===== src/rtl/regfile_2r1w_if.sv =====
// +--------------------------------------------------------------------------+
// | regfile_2r1w_if : write, read and scoreboard signals of regfile_2r1w     |
// | Revision 1.0                                                             |
// +--------------------------------------------------------------------------+
`default_nettype none

interface regfile_2r1w_if #(
  parameter int DATA_W = 8,
  parameter int N_REGS = 4,
  parameter int ADDR_W = $clog2(N_REGS)
) ();
  logic              wr_en;
  logic [ADDR_W-1:0] wr_addr;
  logic [DATA_W-1:0] wr_data;
  logic [ADDR_W-1:0] rd_addr_a;
  logic [DATA_W-1:0] rd_data_a;
  logic              busy_a;
  logic [ADDR_W-1:0] rd_addr_b;
  logic [DATA_W-1:0] rd_data_b;
  logic              busy_b;
  logic              pend_set;
  logic [ADDR_W-1:0] pend_addr;
  logic [N_REGS-1:0] pend_vec;

  modport master (
    output wr_en, wr_addr, wr_data, rd_addr_a, rd_addr_b, pend_set, pend_addr,
    input  rd_data_a, busy_a, rd_data_b, busy_b, pend_vec
  );

  modport slave (
    input  wr_en, wr_addr, wr_data, rd_addr_a, rd_addr_b, pend_set, pend_addr,
    output rd_data_a, busy_a, rd_data_b, busy_b, pend_vec
  );
endinterface

`default_nettype wire


===== src/rtl/regfile_2r1w.sv =====
// +--------------------------------------------------------------------------+
// | regfile_2r1w : 2-read/1-write register file with write bypass and a      |
// | per-register pending scoreboard; optional registered reads. Rev 1.0      |
// +--------------------------------------------------------------------------+
`default_nettype none

module regfile_2r1w #(
  parameter int DATA_W       = 8,
  parameter int N_REGS       = 4,
  parameter int ADDR_W       = $clog2(N_REGS),
  parameter int ZERO_REG     = 0,
  parameter int READ_LATENCY = 0
) (
  input  logic           clk,
  input  logic           nReset,
  regfile_2r1w_if.slave  bus
);

  localparam logic [ADDR_W:0] c_n_regs = (ADDR_W + 1)'(N_REGS);

  logic [DATA_W-1:0] regs_q [N_REGS];
  logic [DATA_W-1:0] regs_d [N_REGS];
  logic [N_REGS-1:0] pend_q;
  logic [N_REGS-1:0] pend_d;
  logic              wr_ok;
  logic              pend_ok;
  logic [ADDR_W-1:0] rd_addr [2];

  // In range and not the hard-wired zero register.
  function automatic logic addr_writable(input logic [ADDR_W-1:0] addr);
    return ({1'b0, addr} < c_n_regs) && !((ZERO_REG != 0) && (addr == '0));
  endfunction

  assign wr_ok   = bus.wr_en && addr_writable(bus.wr_addr);
  assign pend_ok = bus.pend_set && addr_writable(bus.pend_addr);

  assign rd_addr[0] = bus.rd_addr_a;
  assign rd_addr[1] = bus.rd_addr_b;

  // A write clears the pending bit; a same-cycle pend_set re-arms it.
  always_comb begin
    regs_d = regs_q;
    pend_d = pend_q;
    for (int i = 0; i < N_REGS; i++) begin
      if (bus.wr_en && (bus.wr_addr == ADDR_W'(i))) begin
        pend_d[i] = 1'b0;
        if (wr_ok) begin
          regs_d[i] = bus.wr_data;
        end
      end
      if (pend_ok && (bus.pend_addr == ADDR_W'(i))) begin
        pend_d[i] = 1'b1;
      end
    end
  end

  always_ff @(posedge clk or negedge nReset) begin
    if (!nReset) begin
      regs_q <= '{default: '0};
      pend_q <= '0;
    end else begin
      regs_q <= regs_d;
      pend_q <= pend_d;
    end
  end

  assign bus.pend_vec = pend_q;

  for (genvar p = 0; p < 2; p++) begin : g_port
    logic [DATA_W-1:0] data_d;
    logic              busy_d;
    logic [DATA_W-1:0] data_out;
    logic              busy_out;

    // Out-of-range addresses match no entry and fall through to 0 / not busy.
    always_comb begin
      logic              pend_hit;
      logic              wr_hit;
      data_d   = '0;
      pend_hit = 1'b0;
      for (int i = 0; i < N_REGS; i++) begin
        if (rd_addr[p] == ADDR_W'(i)) begin
          data_d   = regs_q[i];
          pend_hit = pend_q[i];
        end
      end
      wr_hit = bus.wr_en && (bus.wr_addr == rd_addr[p]);
      if (wr_hit && wr_ok) begin
        data_d = bus.wr_data;
      end
      busy_d = pend_hit && !wr_hit;
    end

    if (READ_LATENCY == 1) begin : g_lat1
      logic [DATA_W-1:0] data_q;
      logic              busy_q;

      always_ff @(posedge clk or negedge nReset) begin
        if (!nReset) begin
          data_q <= '0;
          busy_q <= 1'b0;
        end else begin
          data_q <= data_d;
          busy_q <= busy_d;
        end
      end

      assign data_out = data_q;
      assign busy_out = busy_q;
    end else begin : g_lat0
      assign data_out = data_d;
      assign busy_out = busy_d;
    end
  end

  assign bus.rd_data_a = g_port[0].data_out;
  assign bus.busy_a    = g_port[0].busy_out;
  assign bus.rd_data_b = g_port[1].data_out;
  assign bus.busy_b    = g_port[1].busy_out;

endmodule

`default_nettype wire


===== src/flat_wrapper.sv =====
// flat-port wrapper written by rule: the top's interface ports become plain ports
module regfile_2r1w_flat 
#(
  parameter int DATA_W       = 8,
  parameter int N_REGS       = 4,
  parameter int ADDR_W       = $clog2(N_REGS),
  parameter int ZERO_REG     = 0,
  parameter int READ_LATENCY = 0
)
  (clk, nReset, bus_wr_en, bus_wr_addr, bus_wr_data, bus_rd_addr_a, bus_rd_addr_b, bus_pend_set, bus_pend_addr, bus_rd_data_a, bus_busy_a, bus_rd_data_b, bus_busy_b, bus_pend_vec);
  regfile_2r1w_if #(.DATA_W(DATA_W), .N_REGS(N_REGS), .ADDR_W(ADDR_W)) bus_i ();
  input  logic clk;
  input  logic nReset;
  input wire logic [$bits(bus_i.wr_en)-1:0] bus_wr_en;
  input wire logic [$bits(bus_i.wr_addr)-1:0] bus_wr_addr;
  input wire logic [$bits(bus_i.wr_data)-1:0] bus_wr_data;
  input wire logic [$bits(bus_i.rd_addr_a)-1:0] bus_rd_addr_a;
  input wire logic [$bits(bus_i.rd_addr_b)-1:0] bus_rd_addr_b;
  input wire logic [$bits(bus_i.pend_set)-1:0] bus_pend_set;
  input wire logic [$bits(bus_i.pend_addr)-1:0] bus_pend_addr;
  output wire logic [$bits(bus_i.rd_data_a)-1:0] bus_rd_data_a;
  output wire logic [$bits(bus_i.busy_a)-1:0] bus_busy_a;
  output wire logic [$bits(bus_i.rd_data_b)-1:0] bus_rd_data_b;
  output wire logic [$bits(bus_i.busy_b)-1:0] bus_busy_b;
  output wire logic [$bits(bus_i.pend_vec)-1:0] bus_pend_vec;
  assign bus_i.wr_en = bus_wr_en;
  assign bus_i.wr_addr = bus_wr_addr;
  assign bus_i.wr_data = bus_wr_data;
  assign bus_i.rd_addr_a = bus_rd_addr_a;
  assign bus_i.rd_addr_b = bus_rd_addr_b;
  assign bus_i.pend_set = bus_pend_set;
  assign bus_i.pend_addr = bus_pend_addr;
  assign bus_rd_data_a = bus_i.rd_data_a;
  assign bus_busy_a = bus_i.busy_a;
  assign bus_rd_data_b = bus_i.rd_data_b;
  assign bus_busy_b = bus_i.busy_b;
  assign bus_pend_vec = bus_i.pend_vec;
  regfile_2r1w #(.DATA_W(DATA_W), .N_REGS(N_REGS), .ADDR_W(ADDR_W), .ZERO_REG(ZERO_REG), .READ_LATENCY(READ_LATENCY)) u_core (.clk(clk), .nReset(nReset), .bus(bus_i));
endmodule

===== config.mk =====
export PLATFORM = sky130hd
export DESIGN_NAME = regfile_2r1w_flat
export DESIGN_NICKNAME = d
export VERILOG_FILES = /design/src/rtl/regfile_2r1w_if.sv /design/src/rtl/regfile_2r1w.sv /design/src/flat_wrapper.sv
export SDC_FILE = /design/constraint.sdc
export NUM_CORES = 1
export LEC_CHECK = 0
export CELL_PAD_IN_SITES_DETAIL_PLACEMENT = 0
export CELL_PAD_IN_SITES_GLOBAL_PLACEMENT = 1
export CORE_MARGIN = 1
export CORE_UTILIZATION = 45
export DETAILED_ROUTE_END_ITERATION = 16
export GPL_ROUTABILITY_DRIVEN = 1
export PLACE_DENSITY = 0.88
export SLEW_MARGIN = 20
export SYNTH_ARGS = -nofsm -noshare
export SYNTH_HDL_FRONTEND = slang
export SYNTH_SLANG_ARGS = --single-unit
export TNS_END_PERCENT = 10

===== constraint.sdc =====
create_clock -name clk -period 3.85 [get_ports clk]
set_clock_uncertainty 0.1 [all_clocks]
set_input_delay 1.155 -clock clk [delete_from_list [all_inputs] [get_ports clk]]
set_output_delay 1.155 -clock clk [all_outputs]
set_load 0.01 [all_outputs]

=== Yosys cells after proc, flatten, opt, wreduce, memory -nomap -nowiden ===
Cells that the tools add are included.

* Register bits: 36
* Bits of input ports: 20
* Output and inout bits: 22
* Word-level logic and storage cells: 76

* Equality and inequality tests: 14
* Mux-type cells: 26
* Reductions and logical operators: 28

{| class="wikitable"
|+ Operators by type and width
! operator !! number
|-
| $mux 8 || 10
|-
| $eq 2x2->1 const B || 8
|-
| $mux 1 || 16
|-
| $logic_and 1x1->1 || 14
|-
| $eq 2x1->1 const B || 4
|-
| $logic_not 2->1 || 4
|-
| $reduce_and 2->1 || 4
|-
| $reduce_bool 2->1 || 4
|-
| $eq 2x2->1 || 2
|-
| $logic_not 1->1 || 2
|}

=== Logic depth before layout (Yosys ltp) ===
Gate-level depths: netlist of the first run.

* Depth after elaboration: 6
* Gate-level depth with buffers: 4
* Mapped depth without buffers: 3

=== Least setup slack after synthesis of the first run ===
Ideal clock, no wire load.

* Kind: input -> output
* Start point: input bus_rd_addr_a[0]
* End point: output bus_rd_data_a[0]
* Data arrival time: 2,078 ps
* Data required time: 2,595 ps
* Setup slack: 517 ps
* Stages on the path: 3
* Path buffers: 1
* Cells stage by stage: buf_6 -> mux4_2 -> mux2_4

* Longest elaborated chain between the ends: 6
* Elaborated cells on any way between the ends: 12
* Those cells by class: eq/ne (4); mux (5); reduce/logical (3)

{| class="wikitable"
|+ Ends and longest elaborated chain
! item !! line !! RTL
|-
| from (decl) || flat_wrapper.sv:17 || <nowiki>input wire logic [$bits(bus_i.rd_addr_a)-1:0] bus_rd_addr_a;</nowiki>
|-
| $logic_not 2->1 || regfile_2r1w.sv:82 || <nowiki>if (rd_addr[p] == ADDR_W'(i)) begin</nowiki>
|-
| $mux 8 (4 in a row) || regfile_2r1w.sv:82 ||
|-
| $mux 8 (*) || regfile_2r1w.sv:88 || <nowiki>if (wr_hit && wr_ok) begin</nowiki>
|-
| to (decl) || flat_wrapper.sv:21 || <nowiki>output wire logic [$bits(bus_i.rd_data_a)-1:0] bus_rd_data_a;</nowiki>
|}

Every way passes the cells marked *; elsewhere a longest branch is shown, timed or not.

=== Worst setup path after layout of the first run ===
* Start point: input bus_rd_addr_b[1]
* End point: output bus_rd_data_b[0]

* Longest elaborated chain between the ends: 6
* Elaborated cells on any way between the ends: 12
* Those cells by class: eq/ne (4); mux (5); reduce/logical (3)

{| class="wikitable"
|+ Ends and longest elaborated chain
! item !! line !! RTL
|-
| from (decl) || flat_wrapper.sv:18 || <nowiki>input wire logic [$bits(bus_i.rd_addr_b)-1:0] bus_rd_addr_b;</nowiki>
|-
| $logic_not 2->1 || regfile_2r1w.sv:82 ||
|-
| $mux 8 (4 in a row) || regfile_2r1w.sv:82 ||
|-
| $mux 8 (*) || regfile_2r1w.sv:88 ||
|-
| to (decl) || flat_wrapper.sv:23 || <nowiki>output wire logic [$bits(bus_i.rd_data_b)-1:0] bus_rd_data_b;</nowiki>
|}

Marks and branches as above.

==> metrics, run 1 <==
Clock Latency Late Sink=280 ps; Die Y-Extent=71.66 um; Boundary Pins=42; top flip-flop cell by instance count after synthesis=sky130_fd_sc_hd__dfrtp_1; data required time at the worst endpoint=2590 ps; initial core utilization=48.47%; routed len/inst=21.31 um; number of antenna violations at the first check in global routing=0; number of setup violations in the final report=0; data arrival time of the critical path=2590 ps; Post-Syn Area=2183 um2; post-route worst hold slack=424.7 ps; count of cell types in the netlist=19; FFs w/ async S/R, synth=100.0%; maximum buffer depth of the clock tree=2; Slew @ Worst Pin=579.2 ps; vias in the first global route=1606; maximum number of pins on one net before global-route repair=37; Finished Core Util=63.36%; power dissipated by switching net loads=342.5 uW; final-stage net count=212; dominant combinational cell family by area after synthesis=multiplexers; total design power=1206 uW; Post-Synth XOR/XNOR Area=2.980%; full die area=5134 um2; adder and majority cell fraction of the synthesized area=0%; least setup slack across all paths after layout=3.706 ps; clk sinks=36; final setup TNS=0 ps; kind of launch point of the worst setup path=input port; Pint=863.5 uW; violation count after the first detailed-route iteration=66; DR DRC count=0; Setup Crit Path Kind=in2out; total routing resource utilization after global routing=22.71%; setup repair after global routing missed its margin=true; delay of the slowest critical-path stage=390 ps; count of H-tree levels built during CTS=2; Post-synth EDFFs=0; horizontal extent of the die=71.66 um; Clock transition at path regs=80 ps; switching share of power=28.40%; Tightest Hold Check Type=reg2reg; Antenna Diode Count=0; reported leakage power=0.001264 uW; share of synthesized area occupied by flip-flops and latches=41.26%; remaining global-route overflow=0; share of final-layout standard cells stronger than drive strength 1=57.51%; clock network fraction of total power=23.2%; Hold Fails Final Rpt=0; global-route wire length before repair=8.466 mm; combinational group share of total power=35.0%; Final period util=99.90%; number of buffers created by CTS=5; post-synth top area cell=sky130_fd_sc_hd__dfrtp_1; Placer Congestion=0.8074; normalized max-slew margin=61.35%; CTS tree=done; DP Worst Slack=-505.7 ps; clock period minus final worst setup slack=3846 ps; final routed wirelength across all metal layers=5.221 mm; largest fanout of any net on the critical path=4; highest clock frequency the design can meet=260.0 MHz; half-perimeter wire length of the detailed placement result=3.437 mm; synthesized netlist cell count=132; result of the run=completed; total number of vias=1451; Site Rows=24; Synth Area per Inst=16.54 um2; mux share of post-synthesis cell area=46.42%; complex-gate fraction of the synthesized area=0.9742%; most frequent cell on the critical path=sky130_fd_sc_hd__dlygate4sd2_1; ranking of synthesized cells by instance count=36 x sky130_fd_sc_hd__dfrtp_1, 32 x sky130_fd_sc_hd__mux2_2, 16 x sky130_fd_sc_hd__mux2_4, 16 x sky130_fd_sc_hd__mux4_2; root buffer selected by CTS=sky130_fd_sc_hd__clkbuf_8; cell-by-cell trace of the critical path=dlygate4sd2_1 > buf_4 > mux4_2 > mux2_4 > dlygate4sd2_1; CP endpoint kind=primary output; Mapped Nets=152; count of yosys warnings during synthesis=0; Synth-to-Final Area Change=30.72%; cell with the most instances after synthesis=sky130_fd_sc_hd__dfrtp_1; share of the synthesized area in the top cell type=41.26%; Placeable Area=4504 um2; #FFs+latches synth=36; mean number of vias per cell=5.922; number of buffers added on ports=41; IR drop worst, VDD=0.3007 mV; Max Cap Viol=0; largest cells by area after synthesis=sky130_fd_sc_hd__dfrtp_1 41%, sky130_fd_sc_hd__mux2_2 17%, sky130_fd_sc_hd__mux4_2 17%; cell at the slowest stage of the critical path=sky130_fd_sc_hd__dlygate4sd2_1; ratio of total power to cell area=422.6 nW/um2; final antenna-violating net count=0; Hold-fix buffers, CTS=0; part of the total power dissipated in sequential elements=41.8%; total iterations of the first detailed-routing run=4; Post-Synth Simple-Gate Area=5.501%; count of final max-slew check failures=0
power groups by stage:
stage / clock [uW] / sequential [uW] / combinational (uW)
floorplan: 0 / 492 / 272
global placement: 0 / 498 / 437
detailed placement: 0 / 509 / 449
CTS: 283 / 501 / 438
global route: 297 / 512 / 452
finish: 279 / 504 / 422
what timing repair did:
item	CTS	global route
setup endpoints to repair	18	16
pin swaps	4	3
cloned	2	0
hold endpoints to repair	0	0
resized for setup	46	10
buffers inserted	5	0
worst paths after layout:
check,start,endpoint,slack (ps),cells past startpoint
min,u_core.regs_q[0],u_core.regs_q[0],420,1
max reg2reg,u_core.regs_q[15],u_core.regs_q[15],2950,1
min in group asynchronous,nReset,u_core.regs_q[27],1190,2
min reg2reg,u_core.regs_q[0],u_core.regs_q[0],420,1
max in group asynchronous,nReset,u_core.bus.pend_vec[0],2120,2
max,bus_rd_addr_b[1],bus_rd_data_b[0],4,5
state kept, by name (all words and copies together), names as in the netlist:
name and count:
u_core.bus.pend_vec 4, u_core.regs_q 32
critical path, delay by kind of cell:
family | cells | cell delay, ps
buf+inv | 3 | 890
mux | 2 | 550
layout by cell type, fill, tap and decap left out:
cell,synthesis,final
sky130_fd_sc_hd__clkdlybuf4s50_1,0,16
sky130_fd_sc_hd__mux4_1,2,2
sky130_fd_sc_hd__dlygate4sd2_1,0,13
sky130_fd_sc_hd__clkdlybuf4s15_2,0,1
sky130_fd_sc_hd__buf_16,0,1
sky130_fd_sc_hd__dfrtp_1,36,36
sky130_fd_sc_hd__nand3b_2,2,2
sky130_fd_sc_hd__inv_1,2,2
sky130_fd_sc_hd__buf_2,2,4
sky130_fd_sc_hd__mux4_2,16,16
sky130_fd_sc_hd__clkbuf_1,0,1
sky130_fd_sc_hd__o22ai_1,1,1
sky130_fd_sc_hd__clkbuf_2,0,6
sky130_fd_sc_hd__clkbuf_8,0,6
sky130_fd_sc_hd__and2_1,2,2
sky130_fd_sc_hd__buf_4,3,14
sky130_fd_sc_hd__xnor2_4,0,1
sky130_fd_sc_hd__nand3_4,2,3
sky130_fd_sc_hd__nand2_1,4,4
sky130_fd_sc_hd__xnor2_2,4,3
sky130_fd_sc_hd__clkinvlp_4,0,1
sky130_fd_sc_hd__clkdlybuf4s15_1,0,1
sky130_fd_sc_hd__mux2_4,16,16
sky130_fd_sc_hd__buf_12,0,3
sky130_fd_sc_hd__nand2b_1,1,1
sky130_fd_sc_hd__nand3_2,1,1
sky130_fd_sc_hd__o21ai_0,3,3
sky130_fd_sc_hd__nor3b_4,1,1
sky130_fd_sc_hd__mux2_2,32,32
stage by stage:
| step | instances | cell area [um2] |
|---|---|---|
| finish | 245 | 2854 |
| global placement | 230 | 2719 |
| detailed placement | 230 | 2719 |
| CTS | 245 | 2902 |
| floorplan | 132 | 2183 |
| global route | 245 | 2854 |
layer usage:
metal | GRT usage, % | part of all wire (%) | vias up
li1 | - | - | 639
met5 | 0 | 0 | -
met3 | 4.782 | 5.9 | 9
met4 | 7.407 | 1.7 | 0
met2 | 37.74 | 52 | 59
met1 | 29.94 | 40 | 744
layout make-up:
type	count	area [um2]
multi-input cells	88	1249
clock buffers	7	86.33
fillers	345	1650
clock inverters	1	7.507
repair buffers	59	538.0
inverters	2	7.507
flip-flops and latches	36	900.9
well taps	52	65.06
cell families after synthesis:
family | after synthesis
compound gates | 4
mux | 66
simple gates | 13
flops | 36
buf+inv | 9
xor+xnor | 4
(Power assumes the default switching activity.)
==> run 2: changes to the inputs <==
--- a/config.mk
+++ b/config.mk
@@ -9,6 +9,7 @@
 export CELL_PAD_IN_SITES_GLOBAL_PLACEMENT = 1
 export CORE_MARGIN = 1
 export CORE_UTILIZATION = 45
+export CTS_CLUSTER_DIAMETER = 80
 export DETAILED_ROUTE_END_ITERATION = 16
 export GPL_ROUTABILITY_DRIVEN = 1
 export PLACE_DENSITY = 0.88
==> results of run 2 <==
Final layout, timing and power as in run 1 (identical DEF).
==> run 3: changes to the inputs <==
--- a/config.mk
+++ b/config.mk
@@ -8,13 +8,12 @@
 export CELL_PAD_IN_SITES_DETAIL_PLACEMENT = 0
 export CELL_PAD_IN_SITES_GLOBAL_PLACEMENT = 1
 export CORE_MARGIN = 1
-export CORE_UTILIZATION = 45
+export CORE_UTILIZATION = 46
 export CTS_CLUSTER_DIAMETER = 80
 export DETAILED_ROUTE_END_ITERATION = 16
 export GPL_ROUTABILITY_DRIVEN = 1
-export PLACE_DENSITY = 0.88
+export PLACE_DENSITY = 0.89
 export SLEW_MARGIN = 20
 export SYNTH_ARGS = -nofsm -noshare
 export SYNTH_HDL_FRONTEND = slang
 export SYNTH_SLANG_ARGS = --single-unit
-export TNS_END_PERCENT = 10
==> run 3 against run 2 <==
  * Total power up 5.8%
  * Combinational power grew 4%
  * Fmax rose by 0.84%
==> metrics, run 3 (synthesis gave the netlist of run 1 again) <==
share of final-layout standard cells stronger than drive strength 1=61.95%; reported leakage power=0.001338 uW; highest clock frequency the design can meet=262.2 MHz; clock period minus final worst setup slack=3814 ps; Setup Crit Path Kind=in2out; remaining global-route overflow=0; initial core utilization=49.13%; largest fanout of any net on the critical path=4; number of setup violations in the final report=0; final setup TNS=0 ps; kind of launch point of the worst setup path=input port; flip-flop count of the largest register, all copies and words added=32; Clock Latency Late Sink=290 ps; setup repair after global routing missed its margin=true; CP endpoint kind=primary output; power dissipated by switching net loads=353.2 uW; IR drop worst, VDD=0.2929 mV; Synth-to-Final Area Change=37.82%; total number of vias=1482; number of buffers created by CTS=5; CTS tree=done; total design power=1276 uW; post-route worst hold slack=426.3 ps; clock network fraction of total power=26.1%; final antenna-violating net count=0; part of the total power dissipated in sequential elements=39.4%; Antenna Diode Count=0; Hold Fails Final Rpt=0; data arrival time of the critical path=2560 ps; commonest cells after routing, fill and taps aside=36 x sky130_fd_sc_hd__dfrtp_1, 32 x sky130_fd_sc_hd__mux2_2, 25 x sky130_fd_sc_hd__buf_4; Slew @ Worst Pin=635.5 ps; root buffer selected by CTS=sky130_fd_sc_hd__clkbuf_8; switching share of power=27.68%; Finished Core Util=67.71%; Tightest Hold Check Type=reg2reg; Filler cells=339; final-stage net count=224; instance area after placement=2719 um2; DR DRC count=0; horizontal extent of the die=70.90 um; vias in the first global route=1620; number of antenna violations at the first check in global routing=0; violation count after the first detailed-route iteration=58; count of final max-slew check failures=0; clk sinks=36; total routing resource utilization after global routing=23.76%; count of H-tree levels built during CTS=2; Final period util=99.07%; result of the run=completed; combinational group share of total power=34.5%; data required time at the worst endpoint=2590 ps; Max Cap Viol=0; global-route wire length before repair=8.756 mm; Placeable Area=4444 um2; half-perimeter wire length of the detailed placement result=3.342 mm; Placer Congestion=0.7569; mean number of vias per cell=5.767; Boundary Pins=42; number of buffers added on ports=41; maximum number of pins on one net before global-route repair=37; Non-Filler Cell Area, Final=3009 um2; Pint=922.7 uW; largest register by flop count=u_core.regs_q; Die Y-Extent=70.90 um; total iterations of the first detailed-routing run=6; most common cell after layout, fill and taps aside=sky130_fd_sc_hd__dfrtp_1; maximum buffer depth of the clock tree=2; routed len/inst=20.75 um; final routed wirelength across all metal layers=5.333 mm; Site Rows=24; full die area=5026 um2; normalized max-slew margin=57.59%; Clock transition at path regs=70 ps; ratio of total power to cell area=424.0 nW/um2
==> run 3: cell types whose count changed in the layout (fill, tap and decap cells not counted) <==
| cell | delta |
|---|---|
| sky130_fd_sc_hd__clkbuf_8 | -1 |
| sky130_fd_sc_hd__buf_4 | +11 |
| sky130_fd_sc_hd__buf_2 | -1 |
| sky130_fd_sc_hd__xnor2_4 | +1 |
| sky130_fd_sc_hd__xnor2_2 | -1 |
| sky130_fd_sc_hd__buf_12 | +2 |
| sky130_fd_sc_hd__clkdlybuf4s15_2 | +3 |
| sky130_fd_sc_hd__clkinv_2 | +1 |
| sky130_fd_sc_hd__clkbuf_1 | -1 |
| sky130_fd_sc_hd__bufinv_16 | +1 |
| sky130_fd_sc_hd__dlygate4sd2_1 | -4 |
| sky130_fd_sc_hd__clkdlybuf4s15_1 | +1 |
==> run 3: cell type report <==
class	count	area [um2]	share of cell area, %
multi-input cells	88	1260	41.87
flip-flops and latches	36	900.9	29.94
repair buffers	71	664.4	22.08
clock buffers	5	68.82	2.287
well taps	52	65.06	2.162
clock inverters	3	42.54	1.414
inverters	2	7.507	0.2495
==> run 3: power groups by stage <==
stage / Combinational [uW] / Sequential [uW] / Clock, uW
after floorplan: 272 / 492 / 0
after global placement: 436 / 498 / 0
after detailed placement: 449 / 506 / 0
after CTS: 447 / 499 / 338
after global routing: 468 / 512 / 359
final: 440 / 503 / 333
==> run 3: through the flow <==
stage,setup slack [ps],std cells
floorplan,517.0,132
global placement,-485.6,230
detailed placement,-512.5,230
CTS,5.352,255
global route,-10.48,257
finish,35.87,257
==> run 3: final timing paths <==
| path | depth (start not counted) | slack, ps | endpoint | from |
|---|---|---|---|---|
| min in group asynchronous | 2 | 1170 | u_core.regs_q[22] | nReset |
| max in group asynchronous | 2 | 2130 | u_core.regs_q[19] | nReset |
| max reg2reg | 1 | 2960 | u_core.regs_q[4] | u_core.regs_q[4] |
| min | 1 | 430 | u_core.regs_q[9] | u_core.regs_q[9] |
| min reg2reg | 1 | 430 | u_core.regs_q[9] | u_core.regs_q[9] |
| max | 6 | 40 | bus_rd_data_b[7] | bus_wr_addr[0] |
==> run 3: metal layers <==
metal | part of all wire [%] | track usage (%) | wire [um] | up-vias
met5 | 0 | 0 | 0 | -
li1 | - | - | - | 655
met1 | 45 | 32.70 | 2379 | 777
met4 | 1.2 | 6.222 | 63 | 0
met2 | 50 | 38.25 | 2674 | 44
met3 | 4.1 | 5.698 | 216 | 6
==> run 3: critical path: stages <==
cell	delay [ps]
sky130_fd_sc_hd__clkdlybuf4s15_2	260
sky130_fd_sc_hd__xnor2_4	250
sky130_fd_sc_hd__nand3_4	130
sky130_fd_sc_hd__buf_4	180
sky130_fd_sc_hd__mux2_4	290
sky130_fd_sc_hd__dlygate4sd2_1	290
==> run 3: repair_timing <==
action                                  4_1_cts  5_1_grt
pin swaps                                     5        3
gates cloned                                  2        0
endpoints found under the setup margin       18       13
resized for setup                            56       10
hold buffers                                  0        0
setup buffers                                15        2
